File: config.mk
export PLATFORM = sky130hd
export DESIGN_NAME = bist_signature_analyzer
export DESIGN_NICKNAME = d
export VERILOG_FILES = /design/src/rtl/bist_signature_analyzer_pkg.sv /design/src/rtl/bist_misr4.sv /design/src/rtl/bist_signature_analyzer.sv
export SDC_FILE = /design/constraint.sdc
export NUM_CORES = 1
export LEC_CHECK = 0
export CAP_MARGIN = 20
export CORE_ASPECT_RATIO = 1.2
export CORE_UTILIZATION = 50
export DETAILED_ROUTE_END_ITERATION = 8
export GPL_ROUTABILITY_DRIVEN = 0
export GPL_TIMING_DRIVEN = 0
export PLACE_DENSITY = 0.79
export SLEW_MARGIN = 20
export SYNTH_ARGS = -nofsm -noshare
export SYNTH_HDL_FRONTEND = slang
export SYNTH_HIERARCHICAL = 1
export SYNTH_SLANG_ARGS = --single-unit
File: constraint.sdc
create_clock -name clock -period 2.3 [get_ports clock]
set_clock_uncertainty 0.2 [all_clocks]
set_input_delay 0.46 -clock clock [delete_from_list [all_inputs] [get_ports clock]]
set_output_delay 0.46 -clock clock [all_outputs]
set_load 0.1 [all_outputs]
File: src/rtl/bist_signature_analyzer_pkg.sv
// bist_pkg: shared types and constants for the signature analyzer
package bist_pkg;
  typedef enum logic [1:0] {IDLE, COMPACT, COMPARE, DONE} state_t;
  localparam int MISR_W = 4;
  localparam logic [MISR_W-1:0] FB_TAPS = 4'b0011;
  localparam logic [MISR_W-1:0] DEF_GOLDEN_SIG = 4'b0010;
  localparam int DEF_N_PATTERNS = 8;
  function automatic logic [1:0] fa_resp(input logic [2:0] p);
    return {^p, (p[2] & p[1]) | (p[2] & p[0]) | (p[1] & p[0])};
  endfunction
endpackage

File: src/rtl/bist_misr4.sv
// bist_misr4: 4-bit multiple-input signature register with seed load
import bist_pkg::*;
module bist_misr4 (
  input  logic              clock,
  input  logic              reset,
  input  logic              load,
  input  logic [MISR_W-1:0] seed,
  input  logic              en,
  input  logic [1:0]        d,
  output logic [MISR_W-1:0] sig
);
  logic [MISR_W-1:0] nxt;
  // shift up, fold the MSB back through the feedback taps, xor in the response
  always_comb nxt = {sig[MISR_W-2:0], 1'b0} ^ (sig[MISR_W-1] ? FB_TAPS : '0) ^ {{(MISR_W-2){1'b0}}, d};
  // reset and load both seed the register; en absorbs one response
  always_ff @(posedge clock)
    if (!reset || load) sig <= seed;
    else if (en) sig <= nxt;
endmodule

File: src/rtl/bist_signature_analyzer.sv
// bist_signature_analyzer: MISR-based output response analyzer; ORA_DIRECT_COMPARE_EN adds per-sample golden compare
import bist_pkg::*;
module bist_signature_analyzer #(
  parameter int N_PATTERNS = DEF_N_PATTERNS,
  parameter logic [MISR_W-1:0] SEED = 4'b0000,
  parameter logic [MISR_W-1:0] GOLDEN_SIG = DEF_GOLDEN_SIG
) (
  input  logic              clock,
  input  logic              reset,
  input  logic              testmode,
  input  logic              resp_valid,
  input  logic [1:0]        cut_resp,
  input  logic [2:0]        pattern,
  output logic [MISR_W-1:0] signature,
  output logic              busy,
  output logic              done,
  output logic              pass,
  output logic              fault_detected,
  output logic [7:0]        first_fail_idx
);
  state_t state;
  logic [7:0] count;
  logic load, absorb, last;
  always_comb load = (state == IDLE) & testmode;
  always_comb absorb = (state == COMPACT) & testmode & resp_valid;
  always_comb last = (count + 8'd1) == 8'(N_PATTERNS);
`ifndef ORA_DIRECT_COMPARE_EN
  logic unused_pattern;
  always_comb unused_pattern = ^pattern;
`endif
  bist_misr4 u_misr (
    .clock(clock),
    .reset(reset),
    .load (load),
    .seed (SEED),
    .en   (absorb),
    .d    (cut_resp),
    .sig  (signature)
  );
  // run control: start, compaction count, single-cycle compare, result hold and abort
  always_ff @(posedge clock)
    if (!reset) begin
      state <= IDLE;
      count <= '0;
      busy <= 1'b0;
      done <= 1'b0;
      pass <= 1'b0;
      fault_detected <= 1'b0;
      first_fail_idx <= '0;
    end else
      case (state)
        IDLE:
          if (testmode) begin
            state <= COMPACT;
            count <= '0;
            busy <= 1'b1;
            fault_detected <= 1'b0;
            first_fail_idx <= '0;
          end
        COMPACT:
          if (!testmode) begin
            state <= IDLE;
            busy <= 1'b0;
            pass <= 1'b0;
            done <= 1'b0;
          end else if (resp_valid) begin
            count <= count + 8'd1;
            if (last) state <= COMPARE;
`ifdef ORA_DIRECT_COMPARE_EN
            if (!fault_detected && cut_resp != fa_resp(pattern)) begin
              fault_detected <= 1'b1;
              first_fail_idx <= count;
            end
`endif
          end
        COMPARE: begin
          state <= testmode ? DONE : IDLE;
          busy <= 1'b0;
          if (testmode) begin
            pass <= (signature == GOLDEN_SIG) & ~fault_detected;
            if (signature != GOLDEN_SIG) fault_detected <= 1'b1;
          end
        end
        default:
          if (!testmode) begin
            state <= IDLE;
            done <= 1'b0;
            pass <= 1'b0;
          end else done <= 1'b1;
      endcase
endmodule

==> impl_metrics.json <==
{
  "port_buffers": 13,
  "synth_area_per_cell_um2": 9.34,
  "clkLatencyLatePin_ns": 0.30,
  "power_leakage_nw": 0.598,
  "grt_use_met1": 0.221,
  "grt_overflow": 0,
  "synthTopCellsByArea": "dfxtp_1 24%, edfxtp_1 10%, ha_1 6.3%, buf_4 5.1%, nor2b_1 3.7%",
  "worstHoldPathType": "reg2reg",
  "coreArea_mm2": 0.00214,
  "yosysWarnings": 6,
  "postCtsSetupBuffers": 0,
  "numCtsBuffers": 3,
  "relSlewSlack": 0.359,
  "critPathRequiredTime_ns": 1.64,
  "design.die.area_mm2": 0.00257,
  "netlist_instances": 127,
  "ir_drop_mv": 0.544,
  "routed_wirelength_um": 2240,
  "met3_usage": 0.0196,
  "dr.pass1.iters": 3,
  "synth_edf_count": 4,
  "holdWs_ns": 0.259,
  "rows": 18,
  "tightest_slew_ns": 0.965,
  "slowest_delay_ns": 0.85,
  "r2r-start": "state[1]",
  "die_x_um": 46.5,
  "powerDensity_mw_per_mm2": 988,
  "drcViolationCount": 0,
  "viasPerCell": 5.10,
  "cp-end-kind": "output pin",
  "grt_busiest_layer": "met2",
  "layout_common_cells": "13 x dfxtp_1, 12 x conb_1, 11 x nand2_1",
  "clkTransAtPathRegs_ns": 0.10,
  "min_period_ns": 2.24,
  "pin_count": 25,
  "h-tree-depth": 1,
  "cp.buffers_inverters": 1,
  "synth_seq_cells": 18,
  "final_common_cell": "dfxtp_1",
  "startpoint_type": "flop",
  "drv_slew": 0,
  "critPathKind": "reg2out",
  "grt_max_degree": 11,
  "rsz0062_at_grt": "false",
  "drt-wirelength-per-cell_um": 12.1,
  "r2r_setup_slack_ns": 0.19,
  "r2r-end": "count[2]",
  "drt_iter0_markers": 8,
  "grt_pass1_wl_um": 3570,
  "nNetsFinal": 171,
  "status": "complete, no violations",
  "slowest_stage": "clkdlybuf4s15_1",
  "yosysSeqAreaShare": 0.338,
  "dpl_cell_area_mm2": 0.00140,
  "yosysTopAreaCellShare": 0.236,
  "synth_area_mm2": 0.00119,
  "vias": 943,
  "ant_nets": 0,
  "area_growth_pct": 20.1,
  "start_util": 0.554,
  "cts_sinks": 18,
  "cts.hold.buffers_added": 0,
  "min_period_over_period": 0.972,
  "critPathArrivalTime_ns": 1.58,
  "die_y_um": 55.4,
  "place_hpwl_um": 1730,
  "synth_flop_cell": "dfxtp_1",
  "postCtsResizedCells": 8,
  "setup_violations": 0,
  "synth_area_leader_cell": "dfxtp_1",
  "path_depth": 1,
  "clock.fmax_mhz": 447,
  "antenna_found_initial": 0,
  "crit_start": "u_misr/sig[3]",
  "drv_cap": 0,
  "cts-root-buf": "clkbuf_4",
  "crit_fanout": 4,
  "cp-endpoint": "signature[3]",
  "grt_pass1_vias": 879,
  "fin_area_mm2": 0.00143,
  "antenna_cells": 0,
  "crit_chain": "clkdlybuf4s15_1",
  "cpLargestDelayFamily": "buffers and inverters",
  "cts_buffer_depth": 2,
  "async_flop_share": 0,
  "n_fill_cell": 181,
  "drive_above_1_share": 0.155,
  "ys_types": 45,
  "reg2reg_depth": 7,
  "use_met2": 0.319,
  "grt_usage": 0.189,
  "hold_viol": 0,
  "cts_tree": "yes"
}
-- power by group --
part,total (mW),internal (mW),leakage (nW),switching [mW]
Sequential,0.434,0.383,0.155,0.0503
Combinational,0.778,0.228,0.422,0.550
Clock,0.197,0.0965,0.0210,0.101
Total,1.41,0.708,0.598,0.701
-- synthesized netlist by cell type (2+ instances only) --
| master | n |
|---|---|
| a211oi_1 | 2 |
| o21ai_0 | 2 |
| ha_1 | 6 |
| inv_1 | 3 |
| nand3_1 | 6 |
| nor2b_1 | 7 |
| dfxtp_1 | 14 |
| nand4b_1 | 2 |
| or3_1 | 3 |
| nand2_1 | 11 |
| and2_1 | 2 |
| a21boi_1 | 4 |
| edfxtp_1 | 4 |
| nand2b_1 | 2 |
| and3_1 | 2 |
| mux2_2 | 3 |
| mux2i_1 | 3 |
| nor3_1 | 3 |
| buf_4 | 8 |
| xor2_1 | 2 |
| nor2_1 | 6 |
| a21oi_1 | 3 |
| clkbuf_1 | 3 |
| o21ai_1 | 5 |
-- logic make-up (layout without fill, tap and decap cells) --
| kind of cell | Yosys count | count (layout) | share of synthesized area |
|---|---|---|---|
| adder cells (fa/ha/maj) | 6 | 6 | 0.0633 |
| multiplexers | 8 | 8 | 0.0759 |
| flip-flops | 18 | 18 | 0.338 |
| other | 1 | 12 | 0.00316 |
| buffers and inverters | 15 | 32 | 0.0728 |
| XOR/XNOR | 4 | 4 | 0.0485 |
| AO/OA/AOI/OAI | 24 | 24 | 0.156 |
| AND/OR/NAND/NOR | 51 | 51 | 0.243 |
-- flip-flops by register name, indices dropped and copies added (netlist names) --
signal	count
fault_detected	1
u_misr/sig	4
done	1
state	2
pass	1
busy	1
count	8
-- worst min-delay path by stage --
stage,from,to,slack (ns),cells after the start
CTS,pass,pass,0.26,2
global route,pass,pass,0.28,2
finish,pass,pass,0.26,2
global placement,pass,pass,0.24,2
detailed placement,pass,pass,0.25,2
floorplan,count[1],count[1],0.28,2
-- cell type report --
cell class	instances	area, um2	area share
inverters	3	11.3	0.00790
well taps	30	37.5	0.0263
multi-input cells	105	741	0.520
plain buffers	12	76.3	0.0536
clock buffers	4	36.3	0.0255
repair buffers	13	121	0.0852
flip-flops and latches	18	402	0.282
-- metal layers --
layer	wire [um]	share of wire
met5	0	0
met4	42	0.019
met1	1030	0.46
met3	54	0.024
met2	1120	0.50
-- stage by stage --
step           setup TNS [ns]  power (mW)  std cells   util  worst slack (ns)
4_1_cts                     0        1.41        185  0.664            0.0284
3_5_place_dp           -0.763        1.24        181  0.652            -0.127
3_3_place_gp           -0.620        1.22        181  0.652            -0.107
6_report                    0        1.41        185  0.666            0.0643
5_1_grt                     0        1.49        185  0.666            0.0177
2_1_floorplan               0        1.09        138      -             0.104
Note: power is estimated with default switching activity, not from simulation.
